==> config.mk <==
export PLATFORM = sky130hd
export DESIGN_NAME = camera64x64_reader
export DESIGN_NICKNAME = d
export VERILOG_FILES = /design/src/rtl/camera64x64_reader.sv
export SDC_FILE = /design/constraint.sdc
export NUM_CORES = 1
export LEC_CHECK = 0
export CAP_MARGIN = 20
export CORE_AREA = 2 2 96 98
export CTS_CLUSTER_DIAMETER = 80
export DETAILED_ROUTE_END_ITERATION = 7
export DIE_AREA = 0 0 98 100
export PLACE_DENSITY = 0.71
export RECOVER_POWER = 25
export SYNTH_ARGS = -nofsm -noshare
export SYNTH_HDL_FRONTEND = slang
export SYNTH_SLANG_ARGS = --single-unit
==> constraint.sdc <==
create_clock -name CLK -period 4.4 [get_ports CLK]
set_clock_uncertainty 0.1 [all_clocks]
set_input_delay 0.88 -clock CLK [delete_from_list [all_inputs] [get_ports CLK]]
set_output_delay 0.88 -clock CLK [all_outputs]
set_load 0.02 [all_outputs]
==> src/rtl/camera64x64_reader.sv <==
// Host-side SPI master (mode 0) and frame readout controller for the 64x64 camera.
// Sends a capture command and waits for the camera interrupt with CS_N held low.
// It then reads PIX_COUNT bytes and presents each one as a single-cycle write strobe.
// PIX_COUNT exists only to shorten simulations; production uses the default of 4096.
module camera64x64_reader #(
  parameter int unsigned CLK_DIV   = 4,
  parameter logic [31:0] TIMEOUT   = 32'h000249F0,
  parameter logic [7:0]  CMD       = 8'hA5,
  parameter int unsigned PIX_COUNT = 4096
) (
  input  logic        CLK,
  input  logic        RST,
  input  logic        START,
  output logic        BUSY,
  output logic        SCLK,
  output logic        CS_N,
  output logic        MOSI,
  input  logic        MISO,
  input  logic        INT,
  output logic        PIX_VALID,
  output logic [11:0] PIX_ADDR,
  output logic [7:0]  PIX_DATA,
  output logic        DONE,
  output logic        TIMEOUT_ERR
);

  localparam int unsigned       DIV_W    = (CLK_DIV > 2) ? $clog2(CLK_DIV) : 1;
  localparam logic [DIV_W-1:0]  DIV_LAST = DIV_W'(CLK_DIV - 1);
  localparam logic [11:0]       LAST_IDX = 12'(PIX_COUNT - 1);

  typedef enum logic [2:0] {
    ST_IDLE     = 3'd0,
    ST_CMD      = 3'd1,
    ST_WAIT_INT = 3'd2,
    ST_READ     = 3'd3,
    ST_CLOSE    = 3'd4
  } state_t;

  state_t           state_q, state_d;
  logic [DIV_W-1:0] div_q, div_d;
  logic             sclk_q, sclk_d;
  logic             cs_n_q, cs_n_d;
  logic             mosi_q, mosi_d;
  logic             busy_q, busy_d;
  logic [2:0]       bit_q, bit_d;
  logic [7:0]       shift_q, shift_d;
  logic             last_q, last_d;
  logic [11:0]      idx_q, idx_d;
  logic [31:0]      wait_q, wait_d;
  logic             pix_valid_q, pix_valid_d;
  logic [11:0]      pix_addr_q, pix_addr_d;
  logic [7:0]       pix_data_q, pix_data_d;
  logic             done_q, done_d;
  logic             timeout_err_q, timeout_err_d;
  logic             int_meta_q, int_meta_d;
  logic             int_sync_q, int_sync_d;
  logic             tick_s;

  assign tick_s = (div_q == DIV_LAST);

  // Next-state, SPI sequencing and output computation.
  always_comb begin
    state_d       = state_q;
    div_d         = div_q;
    sclk_d        = sclk_q;
    cs_n_d        = cs_n_q;
    mosi_d        = mosi_q;
    busy_d        = busy_q;
    bit_d         = bit_q;
    shift_d       = shift_q;
    last_d        = last_q;
    idx_d         = idx_q;
    wait_d        = wait_q;
    pix_valid_d   = 1'b0;
    pix_addr_d    = pix_addr_q;
    pix_data_d    = pix_data_q;
    done_d        = 1'b0;
    timeout_err_d = 1'b0;
    int_meta_d    = INT;
    int_sync_d    = int_meta_q;

    case (state_q)
      ST_IDLE: begin
        if (START) begin
          state_d    = ST_CMD;
          cs_n_d     = 1'b0;
          busy_d     = 1'b1;
          mosi_d     = CMD[7];
          shift_d    = CMD;
          div_d      = '0;
          bit_d      = 3'd0;
          sclk_d     = 1'b0;
          idx_d      = 12'd0;
          pix_addr_d = 12'd0;
          last_d     = 1'b0;
          wait_d     = 32'd0;
        end else begin
          state_d = ST_IDLE;
        end
      end
      ST_CMD: begin
        if (tick_s) begin
          div_d = '0;
          if (sclk_q) begin
            // falling edge: advance MOSI, or finish after the 8th bit
            sclk_d = 1'b0;
            if (bit_q == 3'd7) begin
              state_d = ST_WAIT_INT;
              mosi_d  = 1'b0;
              wait_d  = 32'd0;
            end else begin
              mosi_d  = shift_q[6];
              shift_d = {shift_q[6:0], 1'b0};
              bit_d   = bit_q + 3'd1;
            end
          end else begin
            sclk_d = 1'b1;
          end
        end else begin
          div_d = div_q + DIV_W'(1);
        end
      end
      ST_WAIT_INT: begin
        // interrupt is checked first so it wins a same-cycle timeout
        if (int_sync_q) begin
          state_d = ST_READ;
          div_d   = '0;
          bit_d   = 3'd0;
          sclk_d  = 1'b0;
        end else if (wait_q == (TIMEOUT - 32'd1)) begin
          state_d       = ST_IDLE;
          timeout_err_d = 1'b1;
          cs_n_d        = 1'b1;
          busy_d        = 1'b0;
        end else begin
          wait_d = wait_q + 32'd1;
        end
      end
      ST_READ: begin
        mosi_d = 1'b0;
        if (tick_s) begin
          div_d = '0;
          if (!sclk_q) begin
            // rising edge: sample MISO, emit a pixel every 8th bit
            sclk_d  = 1'b1;
            shift_d = {shift_q[6:0], MISO};
            bit_d   = bit_q + 3'd1;
            if (bit_q == 3'd7) begin
              pix_valid_d = 1'b1;
              pix_data_d  = {shift_q[6:0], MISO};
              pix_addr_d  = idx_q;
              if (idx_q == LAST_IDX) begin
                last_d = 1'b1;
              end else begin
                idx_d = idx_q + 12'd1;
              end
            end else begin
              last_d = last_q;
            end
          end else begin
            // falling edge: park SCLK low and close once the last pixel is out
            sclk_d = 1'b0;
            if (last_q) begin
              state_d = ST_CLOSE;
            end else begin
              state_d = ST_READ;
            end
          end
        end else begin
          div_d = div_q + DIV_W'(1);
        end
      end
      ST_CLOSE: begin
        if (tick_s) begin
          state_d = ST_IDLE;
          div_d   = '0;
          cs_n_d  = 1'b1;
          done_d  = 1'b1;
          busy_d  = 1'b0;
        end else begin
          div_d = div_q + DIV_W'(1);
        end
      end
      default: begin
        state_d = ST_IDLE;
        cs_n_d  = 1'b1;
        sclk_d  = 1'b0;
        mosi_d  = 1'b0;
        busy_d  = 1'b0;
      end
    endcase
  end

  // State and output registers with asynchronous active-low reset.
  always_ff @(posedge CLK or negedge RST) begin
    if (!RST) begin
      state_q       <= ST_IDLE;
      div_q         <= '0;
      sclk_q        <= 1'b0;
      cs_n_q        <= 1'b1;
      mosi_q        <= 1'b0;
      busy_q        <= 1'b0;
      bit_q         <= 3'd0;
      shift_q       <= 8'd0;
      last_q        <= 1'b0;
      idx_q         <= 12'd0;
      wait_q        <= 32'd0;
      pix_valid_q   <= 1'b0;
      pix_addr_q    <= 12'd0;
      pix_data_q    <= 8'd0;
      done_q        <= 1'b0;
      timeout_err_q <= 1'b0;
      int_meta_q    <= 1'b0;
      int_sync_q    <= 1'b0;
    end else begin
      state_q       <= state_d;
      div_q         <= div_d;
      sclk_q        <= sclk_d;
      cs_n_q        <= cs_n_d;
      mosi_q        <= mosi_d;
      busy_q        <= busy_d;
      bit_q         <= bit_d;
      shift_q       <= shift_d;
      last_q        <= last_d;
      idx_q         <= idx_d;
      wait_q        <= wait_d;
      pix_valid_q   <= pix_valid_d;
      pix_addr_q    <= pix_addr_d;
      pix_data_q    <= pix_data_d;
      done_q        <= done_d;
      timeout_err_q <= timeout_err_d;
      int_meta_q    <= int_meta_d;
      int_sync_q    <= int_sync_d;
    end
  end

  assign BUSY        = busy_q;
  assign SCLK        = sclk_q;
  assign CS_N        = cs_n_q;
  assign MOSI        = mosi_q;
  assign PIX_VALID   = pix_valid_q;
  assign PIX_ADDR    = pix_addr_q;
  assign PIX_DATA    = pix_data_q;
  assign DONE        = done_q;
  assign TIMEOUT_ERR = timeout_err_q;

endmodule

==> out/summary.txt, run 1 <==
Synth Register Bits: 89
Worst Setup Start Kind: flop
Crit path from: state_q[1]$_DFFE_PN0P_
Area after DPL: 5040 µm²
Tcrit/Tclk final: 0.731
Area delta synth->final: 13.1%
Yosys top cell by area: dfrtp_1
Total setup buffers inserted after CTS: 0
Post-route cell area: 5280 µm²
Nets: 534
Routed len/inst: 16.7 µm
Multi-input combinational cell area: 2260 µm²
Yosys top cell area share: 0.472
Final setup viols: 0
CTS max path bufs: 2
Worst r2r path cells: 6
Post-DRT Antenna Nets: 0
Syn_nets: 516
Peak VDD IR: 257 µV
Sequential fraction of the synthesis area: 0.478
Port bufs: 31
Synth Instances: 506
Die W: 98 µm
Via count: 3,952
Worst reg2reg endpoint: wait_q[7]$_DFFE_PN0P_
Tmin final: 3.22 ns
DRT Pass-1 Iters: 4
Max Cap Viol: 0
ANT cells: 0
TritonCTS buffer count: 9
WS Path Type: flop to flop
Gates resized, CTS repair: 0
Ranking of synthesized cells by area: dfrtp_1 (47%), nand2_1 (4.9%), o21ai_0 (4.8%)
Routability cong.: 0.868
Initial Utilization: 0.525
Die area: 9800 µm²
Syn avg cell area: 9.22 µm²
Most frequent cell after synthesis: dfrtp_1
Reg2reg start: state_q[1]$_DFFE_PN0P_
Ports: 32
First-pass GRT wire length: 18.5 mm
Worst slew pin tran: 0.890 ns
CTS root buf: clkbuf_8
Worst-path clk slew: 0.09 ns
PwrDens: 460 nW/µm²
CTS HTree Levels: 3
TritonCTS clock tree: done
Drt via density: 6.18
Hold crit path type: flop to flop
Final Hold Violating Endpoints: 0
Pleak: 2.17 nW
DRT Wirelength: 10.7 mm
Status: finished clean
Final HPWL DP: 7.24 mm
Clock Latency Late Sink: 0.36 ns
Largest net degree at the start of global routing: 63
Post-route DRC: 0
Flop-to-flop setup slack: 1.18 ns
WHS: 0.259 ns
Number of flops mapped to enable cells by yosys: 0
Distinct cells, synth: 52
Grt ovf: 0
Critical Path RT: 4.57 ns
Iter 0 DRT Violations: 254
Relative slew slack: 0.406
Final Power: 0.00243 W
Site Rows: 35
Overall routing resource usage: 0.227
Hold_buf cts: 0
Setup TNS: 0 ns
Post-layout util: 0.593
Most frequent cells after synthesis: dfrtp_1 (88), nand2_1 (61), o21ai_0 (45)
Max frequency: 311 MHz
Layout cells sized above 1: 0.0871
Die H: 100 µm
Antenna violations before repair: 0
Fin. max-slew vios: 0
Arrival time worst endpoint: 3.39 ns
Top FF cell, synth: dfrtp_1
Unrepaired setup endpoints after global routing: false
Clock sink count: 89
Async SR Flop Fraction: 1.00
Sequential cell area: 2230 µm²
Yosys Warn Count: 0
Crit path to: wait_q[7]$_DFFE_PN0P_
Crit path max fanout: 24
Vias in the first global route: 3,935
Crit path capture type: flop
Synth Cell Area: 4660 µm²
Filler cells: 805
Core region area: 8890 µm²
[stage by stage]
step,std cells,setup WS [ns]
CTS,639,1.22
floorplan,506,2.03
detailed placement,624,1.19
finish,639,1.18
global placement,624,1.30
global route,639,0.915
[critical path: stages, from the launching register on]
cell and delay [ns]:
dfrtp_1 0.76, nor3b_1 0.59, nand2b_1 0.36, a31oi_4 0.63, buf_4 0.37, nand3_1 0.11
o21ai_0 0.20
[layout by cell type (no fill, tap or decap), drive strengths merged, types with 4 or more instances in the layout]
cell type      count
nor2b              5
o21ai             45
nor3              12
nand2b            16
ha                 5
a31oi             27
nor4              19
nand4             12
a211o              4
dfrtp             88
o31ai             20
nand2             61
buf                6
a21oi             24
or2                4
nor2              30
and4               7
and3               8
clkbuf             9
mux2              13
mux2i              8
nand3             14
clkdlybuf4s50     29
inv               19
[flip-flops by register name, indices dropped and copies added, names as in the netlist]
signal	flops
PIX_DATA	8
DONE	1
int_meta_q	1
shift_q	7
wait_q	32
int_sync_q	1
last_q	1
div_q	2
SCLK	1
BUSY	1
CS_N	1
state_q	3
PIX_ADDR	12
PIX_VALID	1
bit_q	3
idx_q	12
MOSI	1
TIMEOUT_ERR	1
[power by group]
part           total (W)  internal [W]  switching, W
registers        0.00102      0.000901      0.000117
logic           0.000726      0.000277      0.000449
clock network   0.000684      0.000378      0.000306
[worst min path at each step]
| stage | endpoint | cells after the start | startpoint | slack [ns] |
|---|---|---|---|---|
| after global placement | int_sync_q$_DFF_PN0_ | 0 | int_meta_q$_DFF_PN0_ | 0.24 |
| final | int_sync_q$_DFF_PN0_ | 0 | int_meta_q$_DFF_PN0_ | 0.26 |
| after global routing | int_sync_q$_DFF_PN0_ | 0 | int_meta_q$_DFF_PN0_ | 0.27 |
| after CTS | int_sync_q$_DFF_PN0_ | 0 | int_meta_q$_DFF_PN0_ | 0.26 |
| after detailed placement | int_sync_q$_DFF_PN0_ | 0 | int_meta_q$_DFF_PN0_ | 0.24 |
| after floorplan | int_sync_q$_DFF_PN0_ | 0 | int_meta_q$_DFF_PN0_ | 0.23 |
[cell type report]
class | count | area share
well taps | 111 | 0.0263
flip-flops and latches | 89 | 0.422
inverters | 17 | 0.0121
repair buffers | 36 | 0.0655
clock inverters | 6 | 0.0218
multi-input cells | 371 | 0.428
clock buffers | 9 | 0.0235
[cell families (layout without fill, tap and decap cells)]
family	after synthesis	in the layout	synth area share
mux	21	21	0.0486
fa+ha+maj	5	5	0.0134
flops	89	89	0.478
compound gates	144	144	0.194
buf+inv	46	68	0.0394
simple gates	201	201	0.226
[routing by layer]
layer | share of wire | GRT usage | wire length [µm] | vias to the layer above
li1 | - | - | - | 1901
met1 | 0.47 | 0.320 | 5050 | 1946
met2 | 0.47 | 0.362 | 5070 | 84
met3 | 0.034 | 0.0299 | 366 | 21
met4 | 0.020 | 0.0876 | 211 | 0
met5 | 0 | 0 | 0 | -
Power figures use the tool's default switching activity.
==> run 2, diff against run 1 <==
==> constraint.sdc (replaced) <==
create_clock -name CLK -period 3.15 [get_ports CLK]
set_clock_uncertainty 0.1 [all_clocks]
set_input_delay 0.63 -clock CLK [delete_from_list [all_inputs] [get_ports CLK]]
set_output_delay 0.63 -clock CLK [all_outputs]
set_load 0.02 [all_outputs]
==> run 2 against run 1 <==
Against the previous run: the flow now finishes with violations (capacitance limit, slew limit); register-to-register slack lost 0.62 ns; via count grew 0.38%; sequential share of layout area shrank 0.30 points; power grew 33%; combinational power grew 54%; cell count grew 2.0%; non-clock buffer count grew 12; flip-flop and latch count is the same; die area is the same; clock power grew 7.6%; critical path type unchanged.
==> out/summary.txt, run 2 (synthesis results as in run 1) <==
Status: finished with violations
Failing checks: capacitance limit, slew limit
DRT Pass-1 Iters: 5
Pleak: 2.20 nW
Post-layout util: 0.598
Most common cell after layout, fill and taps aside: dfrtp_1
CTS HTree Levels: 3
Tcrit/Tclk final: 0.822
TritonCTS clock tree: done
DRT Wirelength: 10.8 mm
Nets: 546
Flip-flop count of the largest register after layout: 32
Site Rows: 35
Final HPWL DP: 7.57 mm
Grt ovf: 0
Antenna violations before repair: 0
Largest net degree at the start of global routing: 37
Setup TNS: 0 ns
Final Hold Violating Endpoints: 0
CTS root buf: clkbuf_8
Worst slew pin tran: 2.11 ns
Critical Path RT: 3.30 ns
Layout cells sized above 1: 0.105
TritonCTS buffer count: 9
Worst-path clk slew: 0.10 ns
Overall routing resource usage: 0.235
Iter 0 DRT Violations: 176
Drt via density: 6.08
Ports: 32
Max Cap Viol: 1
Gates resized, CTS repair: 0
Commonest cells after routing, fill and taps aside: dfrtp_1 (88), nand2_1 (61), o21ai_0 (45), nor2_1 (29), clkdlybuf4s50_1 (29)
Post-route DRC: 0
Worst Setup Start Kind: flop
Crit path capture type: flop
WS Path Type: flop to flop
Unrepaired setup endpoints after global routing: false
WHS: 0.264 ns
Post-DRT Antenna Nets: 0
Crit path max fanout: 5
Clock Latency Late Sink: 0.36 ns
PwrDens: 609 nW/µm²
Top reg by flops: wait_q
Tmin final: 2.59 ns
Filler cells: 775
Fin. max-slew vios: 36
Routability cong.: 0.859
First-pass GRT wire length: 19.0 mm
Via count: 3,967
Die area: 9800 µm²
Arrival time worst endpoint: 2.74 ns
Routed len/inst: 16.6 µm
Final Power: 0.00323 W
Vias in the first global route: 3,914
Hold crit path type: flop to flop
Max frequency: 386 MHz
Peak VDD IR: 290 µV
Initial Utilization: 0.525
Clock sink count: 89
Relative slew slack: -0.407
Final setup viols: 0
Core region area: 8890 µm²
Die W: 98 µm
CTS max path bufs: 2
Total setup buffers inserted after CTS: 0
Hold_buf cts: 0
Port bufs: 31
ANT cells: 0
Die H: 100 µm
Area delta synth->final: 13.9%
## run 2: cell types whose count changed in the layout (fill, tap and decap cells not counted), sizes merged
| cell | change |
|---|---|
| inv | +1 |
| bufinv | -3 |
| clkinvlp | +1 |
| clkinv | +1 |
| buf | +11 |
| clkbuf | +2 |
## run 2: where the power goes
part           total (W)  switching (W)  internal (W)
Clock           0.000736       0.000439      0.000297
Combinational    0.00112       0.000676      0.000442
Sequential       0.00138       0.000121       0.00126
## run 2: cell type report
type	count	area, µm²	area share
multi-input cells	371	2260	0.425
well taps	111	139	0.0261
inverters	17	63.8	0.0120
clock buffers	10	128	0.0240
repair buffers	48	444	0.0836
flip-flops and latches	89	2230	0.419
clock inverters	6	50.0	0.00942
## run 2: worst max-delay path, cell delays in order, from the launching register on
cell	delay [ns]
dfrtp_1	0.43
or4_1	0.56
or4_4	0.57
nor3_2	0.38
o221ai_1	0.23
a21o_1	0.21
## run 2: through the flow
step	instances	instance area [µm²]	setup slack [ns]
global route	652	5310	0.379
CTS	652	5320	0.535
detailed placement	636	5140	0.391
global placement	636	5140	0.451
floorplan	506	4660	0.783
finish	652	5310	0.561
## run 2: path summary, 6_finish.rpt
kind,start,endpoint,slack [ns],cells after the start
setup / recovery,wait_q[22]$_DFFE_PN0P_,BUSY$_DFFE_PN0P_,0.56,5
hold / removal,int_meta_q$_DFF_PN0_,int_sync_q$_DFF_PN0_,0.26,0
setup reg to reg,wait_q[22]$_DFFE_PN0P_,BUSY$_DFFE_PN0P_,0.56,5
hold reg to reg,int_meta_q$_DFF_PN0_,int_sync_q$_DFF_PN0_,0.26,0
max in group asynchronous,RST,PIX_VALID$_DFF_PN0_,0.93,2
min in group asynchronous,RST,wait_q[10]$_DFFE_PN0P_,0.78,1
## run 2: routing by layer
metal  global-route usage  vias to the layer above  wire length [µm]
li1                     -                     1938                 -
met1                0.318                     1946              5020
met2                0.383                       69              5290
met3               0.0327                       14               336
met4               0.0962                        0               164
met5                    0                        -                 0
==> run 3, diff against run 2 <==
--- a/config.mk
+++ b/config.mk
@@ -6,11 +6,11 @@
 export NUM_CORES = 1
 export LEC_CHECK = 0
 export CAP_MARGIN = 20
-export CORE_AREA = 2 2 96 98
+export CORE_AREA = 2 2 97 99
 export CTS_CLUSTER_DIAMETER = 80
 export DETAILED_ROUTE_END_ITERATION = 7
-export DIE_AREA = 0 0 98 100
-export PLACE_DENSITY = 0.71
+export DIE_AREA = 0 0 99 101
+export PLACE_DENSITY = 0.73
 export RECOVER_POWER = 25
 export SYNTH_ARGS = -nofsm -noshare
 export SYNTH_HDL_FRONTEND = slang
==> constraint.sdc (replaced) <==
create_clock -name CLK -period 2.25 [get_ports CLK]
set_clock_uncertainty 0.1 [all_clocks]
set_input_delay 0.45 -clock CLK [delete_from_list [all_inputs] [get_ports CLK]]
set_output_delay 0.45 -clock CLK [all_outputs]
set_load 0.02 [all_outputs]
==> run 3 against run 2 <==
Against the previous run: the run ends with setup timing left; non-clock buffer count up 42; sequential share of layout area down 3.5 points; critical path type unchanged; largest cell class unchanged; clock power grew 74%.
==> out/summary.txt, run 3 (synthesis results as in run 1) <==
Nets: 589
Drt via density: 6.06
Pleak: 2.46 nW
CTS root buf: clkbuf_8
Layout cells sized above 1: 0.197
Antenna violations before repair: 0
Top reg by flops: wait_q
Final setup viols: 34
Commonest cells after routing, fill and taps aside: dfrtp_1 (88), nand2_1 (61), buf_4 (54), o21ai_0 (35)
Post-route DRC: 0
Pre-CTS setup slack: -0.111 ns
Ports: 32
Arrival time worst endpoint: 2.55 ns
Largest net degree at the start of global routing: 42
Core region area: 8980 µm²
WS Path Type: flop to flop
Port bufs: 31
Relative slew slack: 0.329
Iter 0 DRT Violations: 237
Max stage delay cell, worst path: or4_4
Die W: 99 µm
Multi-input combinational cell area: 2370 µm²
Worst-path clk slew: 0.09 ns
PwrDens: 873 nW/µm²
Post-route cell area: 5800 µm²
Most common cell after layout, fill and taps aside: dfrtp_1
Max frequency: 421 MHz
Clock Latency Late Sink: 0.36 ns
Flop-to-flop setup slack: -0.13 ns
Area after DPL: 5410 µm²
CP Buf/Inv Count: 1
Hold crit path type: flop to flop
Routability cong.: 0.893
Routed len/inst: 16.7 µm
Final Power: 0.00506 W
Post-DRT Antenna Nets: 0
Die H: 101 µm
TritonCTS clock tree: done
Fin. max-slew vios: 0
Area delta synth->final: 24.4%
DRT Wirelength: 11.6 mm
Final worst slack: -0.126 ns
Initial Utilization: 0.519
Crit path max fanout: 10
Vias in the first global route: 4,154
Overall routing resource usage: 0.247
Setup TNS: -2.46 ns
Max incr delay on CP: 0.57 ns
Peak VDD IR: 502 µV
Max Cap Viol: 0
Worst Setup Start Kind: flop
Final HPWL DP: 7.95 mm
DRT Pass-1 Iters: 6
CP Cell Sequence: or4_4 -> or4_4 -> nor4_4 -> buf_6 -> nor2_4 -> a31oi_1
TritonCTS buffer count: 9
Clock sink count: 89
Via count: 4,215
Site Rows: 35
CTS HTree Levels: 3
Crit path capture type: flop
Die area: 10000 µm²
Final Hold Violating Endpoints: 0
Worst slew pin tran: 1.01 ns
ANT cells: 0
Sequential cell area: 2230 µm²
Failing checks: setup timing
Most frequent CP cell: or4_4
Unrepaired setup endpoints after global routing: true
Critical Path RT: 2.43 ns
Cell family with most CP delay: simple AND/OR/NAND/NOR gates
Tmin final: 2.38 ns
Grt ovf: 0
CTS max path bufs: 2
Tcrit/Tclk final: 1.06
Status: finished with violations
Filler cells: 712
Flip-flop count of the largest register after layout: 32
First-pass GRT wire length: 20.0 mm
==> run 3: final timing paths <==
kind / from / to / depth (start not counted)
min reg2reg: int_meta_q$_DFF_PN0_ / int_sync_q$_DFF_PN0_ / 0
min in group asynchronous: RST / wait_q[2]$_DFFE_PN0P_ / 2
max: wait_q[24]$_DFFE_PN0P_ / wait_q[17]$_DFFE_PN0P_ / 6
min: int_meta_q$_DFF_PN0_ / int_sync_q$_DFF_PN0_ / 0
max reg2reg: wait_q[24]$_DFFE_PN0P_ / wait_q[17]$_DFFE_PN0P_ / 6
max in group asynchronous: RST / wait_q[26]$_DFFE_PN0P_ / 3
==> run 3: per-layer routing <==
layer  vias up  GRT usage  wire (µm)
met5         -          0          0
met4         0     0.0980        279
met3        28     0.0347        553
met2       119      0.404       5590
met1      2048      0.334       5170
li1       2020          -          -
==> run 3: metrics by stage <==
stage               utilization  hold slack [ns]  cells
finish                    0.646            0.259    695
global route              0.646            0.279    695
CTS                       0.639            0.267    693
detailed placement        0.602            0.243    671
global placement          0.602            0.234    671
floorplan                     -           0.0544    506
==> run 3: final cells by class <==
type / instances / share of cell area
clock buffer: 11 / 0.0261
multi-input combinational: 372 / 0.409
tap: 111 / 0.0239
inverter: 17 / 0.0110
clock inverter: 5 / 0.0147
timing repair buffer: 90 / 0.131
sequential: 89 / 0.384
==> run 3: worst register-to-register path, cell delays in order (launching register included) <==
cell and delay, ns:
dfrtp_1 0.39, or4_4 0.54, or4_4 0.57, nor4_4 0.21, buf_6 0.18, nor2_4 0.08, a31oi_1 0.22
==> run 3: power breakdown <==
group | total (W) | internal [W] | leakage, nW | switching, W
sequential | 0.00190 | 0.00176 | 1.20 | 0.000132
combinational | 0.00189 | 0.000783 | 1.14 | 0.00110
clock | 0.00128 | 0.000694 | 0.117 | 0.000587
==> run 3: what timing repair did <==
item,4_1_cts,5_1_grt
cloned,2,0
buffers inserted,3,2
endpoints found under the setup margin,35,52
pin swaps,16,10
resized for setup,20,11
hold endpoints to repair,36,0
hold buffers,1,0
